<file path="src/rtl/tmds_pkg.sv">
// Shared TMDS receive definitions: symbol/data widths, the four control
// tokens and the alignment FSM state type.
package tmds_pkg;

  localparam int unsigned SYM_W       = 10;
  localparam int unsigned DATA_W      = 8;
  localparam int unsigned OFF_W       = 4;
  localparam int unsigned NUM_OFFSETS = 10;

  // Control tokens, written sym[9:0]; bit 0 is the first bit on the wire.
  localparam logic [SYM_W-1:0] TOKEN_C00 = 10'b1101010100;
  localparam logic [SYM_W-1:0] TOKEN_C01 = 10'b0010101011;
  localparam logic [SYM_W-1:0] TOKEN_C10 = 10'b0101010100;
  localparam logic [SYM_W-1:0] TOKEN_C11 = 10'b1010101011;

  typedef enum logic {
    SEARCH = 1'b0,
    LOCKED = 1'b1
  } rx_state_e;

endpackage

</file>
<file path="src/rtl/tmds_symbol_decode.sv">
// Combinational decode of one aligned 10-bit TMDS symbol.
//   sym      : aligned symbol, bit 0 earliest
//   is_token : symbol is one of the four control tokens
//   ctl      : {C1,C0} for a token, 0 otherwise
//   data     : decoded byte (meaningful only when is_token = 0)
module tmds_symbol_decode
  import tmds_pkg::*;
(
  input  logic [SYM_W-1:0]  sym,
  output logic              is_token,
  output logic [1:0]        ctl,
  output logic [DATA_W-1:0] data
);

  logic [DATA_W-1:0] q;

  // Token lookup
  always_comb begin
    is_token = 1'b0;
    ctl      = 2'b00;
    case (sym)
      TOKEN_C00: begin is_token = 1'b1; ctl = 2'b00; end
      TOKEN_C01: begin is_token = 1'b1; ctl = 2'b01; end
      TOKEN_C10: begin is_token = 1'b1; ctl = 2'b10; end
      TOKEN_C11: begin is_token = 1'b1; ctl = 2'b11; end
      default:   begin is_token = 1'b0; ctl = 2'b00; end
    endcase
  end

  // Undo the optional inversion (bit 9), then the XOR/XNOR chain (bit 8)
  always_comb begin
    q    = sym[9] ? ~sym[DATA_W-1:0] : sym[DATA_W-1:0];
    data = '0;
    data[0] = q[0];
    for (int i = 1; i < int'(DATA_W); i++) begin
      data[i] = sym[8] ? (q[i] ^ q[i-1]) : ~(q[i] ^ q[i-1]);
    end
  end

endmodule

</file>
<file path="src/rtl/tmds_rx_decoder.sv">
// One TMDS receive channel: word alignment by control-token hunting with a
// 0..9 bit window offset, followed by symbol decode to data or control.
//   clk, reset : pixel clock, synchronous active-high reset
//   raw_in     : unaligned deserialized word, bit 0 earliest
//   data_out   : decoded pixel byte (0 when not locked or on a token)
//   ctl_out    : decoded {C1,C0}; holds its last value across data symbols
//   de_out     : 1 = data symbol, 0 = control token
//   locked     : alignment achieved
//   offset     : current window offset 0..9
//   lock_lost  : one-cycle pulse when lock is dropped
module tmds_rx_decoder
  import tmds_pkg::*;
#(
  parameter int unsigned LOCK_COUNT     = 8,
  parameter int unsigned SEARCH_TIMEOUT = 1024,
  parameter int unsigned LOSS_TIMEOUT   = 4096
) (
  input  logic              clk,
  input  logic              reset,
  input  logic [SYM_W-1:0]  raw_in,
  output logic [DATA_W-1:0] data_out,
  output logic [1:0]        ctl_out,
  output logic              de_out,
  output logic              locked,
  output logic [OFF_W-1:0]  offset,
  output logic              lock_lost
);

  localparam int unsigned TMO_MAX = (SEARCH_TIMEOUT > LOSS_TIMEOUT) ? SEARCH_TIMEOUT : LOSS_TIMEOUT;
  localparam int unsigned TMO_W   = $clog2(TMO_MAX);
  localparam int unsigned RUN_W   = $clog2(LOCK_COUNT + 1);

  localparam logic [TMO_W-1:0] SEARCH_LIMIT = TMO_W'(SEARCH_TIMEOUT - 1);
  localparam logic [TMO_W-1:0] LOSS_LIMIT   = TMO_W'(LOSS_TIMEOUT - 1);
  localparam logic [RUN_W-1:0] RUN_LAST     = RUN_W'(LOCK_COUNT - 1);
  localparam logic [OFF_W-1:0] LAST_OFFSET  = OFF_W'(NUM_OFFSETS - 1);

  rx_state_e           state;
  logic [SYM_W-1:0]    prev;
  logic [SYM_W-1:0]    sym_r;
  logic [RUN_W-1:0]    run;
  logic [TMO_W-1:0]    tmo;
  logic                refill;

  logic [2*SYM_W-1:0]  combined;
  logic                dec_is_token;
  logic [1:0]          dec_ctl;
  logic [DATA_W-1:0]   dec_data;

  // Two consecutive words; offset 0 picks the older word unchanged
  assign combined = {raw_in, prev};

  tmds_symbol_decode u_decode (
    .sym      (sym_r),
    .is_token (dec_is_token),
    .ctl      (dec_ctl),
    .data     (dec_data)
  );

  // Window, output register and alignment FSM
  always_ff @(posedge clk) begin
    if (reset) begin
      state     <= SEARCH;
      prev      <= '0;
      sym_r     <= '0;
      run       <= '0;
      tmo       <= '0;
      refill    <= 1'b0;
      offset    <= '0;
      locked    <= 1'b0;
      lock_lost <= 1'b0;
      data_out  <= '0;
      ctl_out   <= '0;
      de_out    <= 1'b0;
    end else begin
      prev      <= raw_in;
      sym_r     <= SYM_W'(combined >> offset);
      lock_lost <= 1'b0;

      // Outputs follow the symbol only while locked
      if (state == LOCKED) begin
        if (dec_is_token) begin
          de_out   <= 1'b0;
          ctl_out  <= dec_ctl;
          data_out <= '0;
        end else begin
          de_out   <= 1'b1;
          data_out <= dec_data;
        end
      end else begin
        de_out   <= 1'b0;
        ctl_out  <= '0;
        data_out <= '0;
      end

      case (state)
        SEARCH: begin
          // sym_r was still framed with the old offset: skip it
          if (refill) begin
            refill <= 1'b0;
          end else if (dec_is_token) begin
            tmo <= '0;
            if (run >= RUN_LAST) begin
              state  <= LOCKED;
              locked <= 1'b1;
              run    <= '0;
            end else begin
              run <= run + RUN_W'(1);
            end
          end else begin
            run <= '0;
            if (tmo >= SEARCH_LIMIT) begin
              offset <= (offset >= LAST_OFFSET) ? '0 : offset + OFF_W'(1);
              tmo    <= '0;
              refill <= 1'b1;
            end else begin
              tmo <= tmo + TMO_W'(1);
            end
          end
        end
        LOCKED: begin
          if (dec_is_token) begin
            tmo <= '0;
          end else if (tmo >= LOSS_LIMIT) begin
            state     <= SEARCH;
            locked    <= 1'b0;
            lock_lost <= 1'b1;
            run       <= '0;
            tmo       <= '0;
          end else begin
            tmo <= tmo + TMO_W'(1);
          end
        end
        default: state <= SEARCH;
      endcase
    end
  end

endmodule
</file>
<file path="config.mk">
export PLATFORM = sky130hd
export DESIGN_NAME = tmds_rx_decoder
export DESIGN_NICKNAME = d
export VERILOG_FILES = /design/src/rtl/tmds_pkg.sv /design/src/rtl/tmds_symbol_decode.sv /design/src/rtl/tmds_rx_decoder.sv
export SDC_FILE = /design/constraint.sdc
export NUM_CORES = 1
export LEC_CHECK = 0
export CORE_UTILIZATION = 35
export DETAILED_ROUTE_END_ITERATION = 10
export GPL_TIMING_DRIVEN = 0
export HOLD_SLACK_MARGIN = 0.05
export SLEW_MARGIN = 20
export SYNTH_ARGS = -nofsm -noshare
export SYNTH_HDL_FRONTEND = slang
export SYNTH_SLANG_ARGS = --single-unit
</file>
<file path="constraint.sdc">
create_clock -name clk -period 2.9 [get_ports clk]
set_input_delay 0.435 -clock clk [delete_from_list [all_inputs] [get_ports clk]]
set_output_delay 0.435 -clock clk [all_outputs]
set_load 0.02 [all_outputs]
</file>
After elaboration in Yosys (flattened, before gate mapping) --
Index checks and enable logic that the tools add are counted.
Storage, ports and cells: output and inout bits 17, bits of input ports 12, logic and storage cells 93, flip-flop bits (word level) 55
Operators by class: bitwise gates (word level) 18, reduce and logical (&&, ||, !) cells 6, $add $sub $neg 3, equality and inequality tests 9, muxes and demuxes 40, $lt $le $gt $ge 4, shifts and indexed selects 1
Operators with widths (number):
- $mux 12 | 5
- $mux 4 | 6
- $pmux 12 s2 | 1
- $mux 1 | 23
- $eq 10x10->1 const B | 2
- $shr 20x4->10 | 1
- $add 12x1->12 const B | 1
- $ge 12x10->1 const B | 1
- $ge 12x12->1 const B | 1
- $eq 10x8->1 const B | 1
- $eq 10x9->1 const B | 1
- $not 1->1 | 10
- $add 4x1->4 const B | 2
- $mux 8 | 1
- $ne 2x2->1 const B | 4
- $not 8->8 | 1
- $pmux 4 s2 | 1
- $xor 1x1->1 | 7
- $pmux 2 s3 | 1
- $reduce_and 5->1 | 1
- $ge 4x3->1 const B | 1
- $ge 4x4->1 const B | 1
- $pmux 1 s2 | 2
- $reduce_and 4->1 | 1
- other kinds (5) | 5

Longest topological paths before layout --
Gate-level depths: netlist of the first run.
depth after elaboration 6, depth in mapped cells 10, depth with buffers taken out 7

By module --
Synthesis of the first run repeated with hierarchy kept, for this count alone.
Unflattened totals: cell total of the unflattened synthesis 299, area total of the unflattened synthesis 2992.9 sq um
By module, submodules not included:
- tmds_rx_decoder | area an instance 2741.4 sq um, cells an instance 268, times used 1
- tmds_symbol_decode | area an instance 251.5 sq um, cells an instance 31, times used 1

Least setup slack after synthesis of the first run --
Ideal clock, no wire load.
path kind reg2reg, start point reg offset[0], end point reg sym_r[4], clock period less this slack 2012 ps, arrival time 1885 ps, setup slack 888 ps, data required time 2772 ps, stages on the path, launching flop included 5, path through dfxtp_1 buf_2 mux4_2 mux4_2 nor2b_1
On the way: longest elaborated chain between the ends 1
Ends and longest elaborated chain:
- from (decl) | line tmds_rx_decoder.sv:25 | output logic [OFF_W-1:0] offset,
- from (signal assigned) | line tmds_rx_decoder.sv:113 | offset <= (offset >= LAST_OFFSET) ? '0 : offset + OFF_W'(1);
- $shr 20x4->10 | line tmds_rx_decoder.sv:77 | sym_r <= SYM_W'(combined >> offset);
- to (signal assigned) | line tmds_rx_decoder.sv:77
- to (decl) | line tmds_rx_decoder.sv:40 | logic [SYM_W-1:0] sym_r;
No other way between the ends. A chain may end at the register's enable or synchronous reset.

Worst setup path after layout of the first run --
start point in reset, end point reg sym_r[7]
RTL lines:
- from (decl) | line tmds_rx_decoder.sv:19 | input logic reset,
No word-level cell between the ends.

==> results of run 1 <==
==> cells in the mapped netlist, types with 2 or more instances <==
cell type	n	share of area, %
dfxtp_1	55	37
nor2_1	45	5.7
mux2i_1	17	5.7
nor2b_1	17	3.6
a21oi_1	15	2.5
a211oi_1	13	3.3
clkbuf_1	13	1.6
xnor2_1	13	3.8
mux4_2	11	8.4
nand2_1	10	1.3
nand3_1	8	1.4
nand2b_1	7	1.5
o21ai_0	6	1.0
ha_1	5	2.1
inv_1	5	0.63
mux2_2	5	1.9
nand4_1	5	1.1
and4_1	4	1.2
buf_2	4	0.68
nor3b_1	4	1.0
xor2_1	4	1.2
a32o_1	3	1.0
a41oi_1	3	0.89
o211ai_1	3	0.76
or4_1	3	0.76
a311oi_1	2	0.59
and2_1	2	0.42
buf_6	2	0.76
nor3_1	2	0.34
nor4_1	2	0.42
nor4bb_1	2	0.68
o221ai_1	2	0.59
o31ai_1	2	0.51
or3_1	2	0.42
==> cells by family (layout without fill, tap and decap cells) <==
group	after synthesis	after routing	share of synthesized area, %
buffers and inverters	25	61	3.97
adders and majority gates	5	5	2.11
DFF	55	55	37.1
xor gates and xnor gates	17	17	5.02
muxes	33	33	16.0
AOI/OAI and AO/OA	59	59	14.1
and+or+nand+nor	118	118	21.7
==> worst paths after layout <==
| kind | from | end | slack [ps] |
|---|---|---|---|
| min reg2reg | run[3] | run[3] | 490 |
| min | run[3] | run[3] | 490 |
| max reg2reg | tmo[0] | tmo[9] | 720 |
| max | reset | sym_r[7] | 680 |
==> where the power goes <==
part | total, mW | internal [mW] | switching, mW
Clock | 0.449 | 0.175 | 0.274
Sequential | 0.792 | 0.774 | 0.0177
Combinational | 0.126 | 0.0677 | 0.0583
Total | 1.37 | 1.02 | 0.350
==> through the flow <==
stage | utilization, % | instances
after floorplan | - | 312
after global placement | 41.1 | 445
after detailed placement | 41.1 | 445
after CTS | 42.2 | 453
after global routing | 42.2 | 453
final | 42.2 | 453
==> final cells by class <==
| cell class | count | area share, % |
|---|---|---|
| Timing Repair Buffer | 28 | 8.08 |
| Clock inverter | 3 | 0.685 |
| Buffer | 20 | 2.85 |
| Inverter | 5 | 0.541 |
| Multi-Input combinational cell | 232 | 50.3 |
| Tap cell | 105 | 3.79 |
| Clock buffer | 5 | 1.98 |
| Sequential cell | 55 | 31.7 |
==> cells in the final DEF, fill, tap and decap left out, types with 3 or more instances in the layout <==
master and count:
clkbuf_1 13, a41oi_1 3, inv_1 5, o211ai_1 3, a21oi_1 15, dfxtp_1 55, nor2_1 45, mux2i_1 17
buf_2 4, ha_1 5, and4_1 4, o21ai_0 6, clkbuf_8 5, nor3b_1 4, nand2b_1 7, mux2_2 5
nand4_1 5, a211oi_1 13, nand3_1 8, nor2b_1 17, or4_1 3, xnor2_1 13, xor2_1 4, nand2_1 10
clkdlybuf4s50_1 28, a32o_1 3, mux4_2 11
==> registers in the layout, indices dropped and copies added (netlist names) <==
| name | cells |
|---|---|
| de_out | 1 |
| state | 1 |
| refill | 1 |
| tmo | 12 |
| offset | 4 |
| lock_lost | 1 |
| ctl_out | 2 |
| locked | 1 |
| run | 4 |
| prev | 10 |
| sym_r | 10 |
| data_out | 8 |
==> worst max-delay path: cells and delay by family <==
| family | cells | cell delay (ps) |
|---|---|---|
| buf+inv | 4 | 1880 |
| compound gates | 1 | 100 |
==> metal layers <==
layer	vias up	wire [µm]	track usage, %
li1	1210	-	-
met5	-	0	0
met2	46	3060	26.6
met1	1109	3160	21.5
met4	0	75	5.26
met3	6	211	2.51
==> results.toml, run 1 <==
[sta]
setup_viol = 0
hold_ws_ps = 492
rsz0062_at_grt = "false"
max_freq_mhz = 450
fin_crit_sh_pct = 76.6
hold_violations = 0
tightest_slew_ps = 623
fin_worst_skew_ps = 14.6
maxSlewHeadroom_pct = 58.5
period_minus_slack_ps = 2220
fin_setup_tns_ps = 0
maxSlewViolCount = 0
layout_setup_ws_ps = 679

[die]
die-area_um2 = 8840
coreArea_um2 = 8220
start_util_pct = 36.1
rows = 33
die_w_um = 94.0
io_pins = 29
die_h_um = 94.0

[grt]
grt_overflow_total = 0
grt_pass1_wl_mm = 11.3
grt_usage_pct = 16.1
grt_start_max_net_pins = 19
antenna_found_initial = 0
grt_pass1_vias = 2357

[worst_setup_path]
setup.worst_path.end_class = "flop"
worstPathRequired_ps = 3090
max_stage_delay_ps = 590
cp_slowest_cell = "clkdlybuf4s50_1"
critPathLaunchType = "primary input"
cp_common_cell = "clkbuf_1"
cp_cell_sequence = "clkdlybuf4s50_1 -> clkbuf_1 -> clkbuf_1 -> clkbuf_1 -> a211oi_1"
arrival_ps = 2410
reg2reg_depth = 6
path_max_fanout = 10
path_class = "in -> reg"

[logic_synthesis]
syn_nets = 329
ys_ff_latch = 55
synth_cell_type_count = 50
syn_avg_cell_area_um2 = 9.50
netlist_instances = 312
ys_seq_area_share_pct = 37.1
syn_area_um2 = 2960
synth_edf_count = 0
synthFlopType = "dfxtp_1"
yosysWarnings = 0
async_flop_share_pct = 0

[clocking]
numCtsBuffers = 5
clk_latency_ps = 310
tritoncts = "yes"
post_cts_buffers = 0
postCtsHoldBufs = 0
htreeDepth = 2
clock-sinks = 55
clk_pin_slew_ps = 110
clock_path_buffers = 2
ctsResizeCount = 0
cts_root_buf = "clkbuf_8"

[drt]
final_antenna_net_count = 0
dr.pass1.iters = 4
drt-initial-drc-count = 82
vias_per_cell = 5.23
routedWlPerCell_um = 14.4
num_vias = 2371
routed_wl_mm = 6.50
drc_errors = 0

[cells_and_area]
regArea_um2 = 1100
multi_input_area_um2 = 1750
design_area_um2 = 3470
fillCellCount = 804
antenna-diode-count = 0
syn2layout_area_growth_pct = 17.0
nNetsFinal = 364
drive_above_1_share_pct = 10.3

[placement]
place_congestion = 0.851
portBuffers = 28
post-place-ws_ps = 325
hpwlAfterDp_mm = 4.92
placed_cell_area_um2 = 3380

[power_and_ir_drop]
p_total_mw = 1.37
power_density_nw_per_um2 = 394
vdd_ir_drop_max_mv = 0.164
leakage_nw = 1.19

[flow_run]
cap_viol_max_count = 0

[hold_path]
hold_depth = 1
worstHoldPathType = "reg -> reg"

[status]
status = "finished, final reports clean"
(Power assumes the default switching activity.)
==> inputs of run 2 (changes only) <==
==> constraint.sdc (replaced) <==
create_clock -name clk -period 2 [get_ports clk]
set_input_delay 0.3 -clock clk [delete_from_list [all_inputs] [get_ports clk]]
set_output_delay 0.3 -clock clk [all_outputs]
set_load 0.02 [all_outputs]
==> run 2 against run 1 <==
Total power grew 60%. Utilization is 1.9 points higher. Sequential power grew 45%. Clock power rose by 90%. Sequential share of layout area down 1.3 points. Cell count grew 1.3%. Via count increased by 3.3%. Register-to-register slack got worse by 590 ps. Wire length grew 0.82%. Clock skew down 4.3 ps. Global-route usage shrank 0.25 points.
==> results.toml, run 2 (synthesis gave the netlist of run 1 again) <==
[clocking]
clock_path_buffers = 2
clk_pin_slew_ps = 90
clock-sinks = 55
tritoncts = "yes"
clk_latency_ps = 300
htreeDepth = 2
postCtsHoldBufs = 0
numCtsBuffers = 5
cts_root_buf = "clkbuf_8"

[worst_setup_path]
cp_common_cell = "clkbuf_2"
critPathLaunchType = "primary input"
r2r_setup_slack_ps = 130
critPathBufInv = 4
setup.worst_path.end_class = "flop"
cp_slowest_cell = "clkdlybuf4s50_1"
worstPathRequired_ps = 2160
path_max_fanout = 10
path_class = "in -> reg"
max_stage_delay_ps = 570
arrival_ps = 2050
cp_cell_sequence = "clkdlybuf4s50_1 -> clkbuf_1 -> clkbuf_2 -> clkbuf_2 -> a211oi_1"
cpLargestDelayFamily = "buffers and inverters"

[power_and_ir_drop]
p_int_mw = 1.72
power_frac_comb_pct = 8.5
power_density_nw_per_um2 = 604
leakage_nw = 1.26
clkPwrFrac_pct = 39.0
seq_power_share_pct = 52.5
p_sw_mw = 0.466
p_sw_share_pct = 21.3
vdd_ir_drop_max_mv = 0.326

[drt]
drt-initial-drc-count = 62
routedWlPerCell_um = 14.3
final_antenna_net_count = 0
drc_errors = 0
dr.pass1.iters = 4
vias_per_cell = 5.34
routed_wl_mm = 6.56
num_vias = 2450

[cells_and_area]
antenna-diode-count = 0
layout_commonest_cell = "dfxtp_1"
instances_no_fill = 459
nNetsFinal = 370
syn2layout_area_growth_pct = 22.4
layout_common_cells = "53 x dfxtp_1, 45 x nor2_1, 28 x clkdlybuf4s50_1"
design_area_um2 = 3630
fin_util_pct = 44.1
top_register = "tmo"
drive_above_1_share_pct = 15.5
largest_registers = "tmo: 12 flops, prev: 10 flops, sym_r: 10 flops"
largest_reg_flops = 12

[die]
start_util_pct = 36.1
rows = 33
die_h_um = 94.0
die_w_um = 94.0
die-area_um2 = 8840
io_pins = 29
coreArea_um2 = 8220

[grt]
grt_overflow_total = 0
grt_pass1_wl_mm = 11.2
grt_usage_pct = 15.9
grt_start_max_net_pins = 17
antenna_found_initial = 0
grt_pass1_vias = 2314

[sta]
period_minus_slack_ps = 1880
fin_setup_tns_ps = 0
max_freq_mhz = 531
tightest_slew_ps = 563
fin_crit_sh_pct = 94.1
maxSlewViolCount = 0
maxSlewHeadroom_pct = 62.4
layout_setup_ws_ps = 117
fin_worst_skew_ps = 10.3
setup_viol = 0
hold_violations = 0

[placement]
placed_cell_area_um2 = 3380
place_congestion = 0.866
hpwlAfterDp_mm = 4.95
post-place-ws_ps = -450
portBuffers = 28
dpl.cell_count = 445

[hold_path]
worstHoldPathType = "reg -> reg"

[status]
status = "finished, final reports clean"

[flow_run]
cap_viol_max_count = 0
-- run 2: changes by cell type in the layout (fill, tap and decap cells not counted), sizes merged --
cell	delta
clkinv	-1
buf	+6
inv	-1
bufinv	+2
clkbuf	+1
clkinvlp	-1
-- run 2: worst paths after layout --
check                               start        to  cells after the start
worst max-delay path                reset  sym_r[3]                      5
worst min-delay path               run[3]    run[3]                      1
worst max register to register  offset[0]  sym_r[7]                      5
worst min register to register     run[3]    run[3]                      1
-- run 2: final cells by class --
cell class | instances | area (µm²)
clock buffer | 6 | 72.6
buffer | 20 | 126
multi-input combinational | 232 | 1790
fill | 806 | 4590
inverter | 5 | 18.8
sequential | 55 | 1100
timing repair buffer | 34 | 325
clock inverter | 2 | 60.1
tap | 105 | 131
-- run 2: power by group through the flow --
stage	combinational, mW	clock [mW]	sequential (mW)
floorplan	0.118	0	1.17
global placement	0.182	0	1.17
detailed placement	0.183	0	1.17
CTS	0.184	0.881	1.15
global route	0.204	0.933	1.15
finish	0.186	0.854	1.15
-- run 2: repair_timing --
action	CTS	global route
pin swaps	1	3
endpoints found under the setup margin	17	37
gates cloned	0	0
gates resized for setup	7	19
buffers inserted	2	4
-- run 2: metal layers --
| layer | share of wire [%] | vias to the layer above | track usage [%] |
|---|---|---|---|
| met3 | 3.0 | 4 | 2.35 |
| met2 | 49 | 45 | 27.3 |
| li1 | - | 1227 | - |
| met1 | 48 | 1174 | 20.9 |
| met5 | 0 | - | 0 |
| met4 | 0.53 | 0 | 3.72 |
-- run 2: stage by stage --
step           hold WS [ps]  power, mW
3_5_place_dp            482       1.36
2_1_floorplan           428       1.29
6_report                491       2.19
5_1_grt                 525       2.29
3_3_place_gp            481       1.35
4_1_cts                 494       2.21
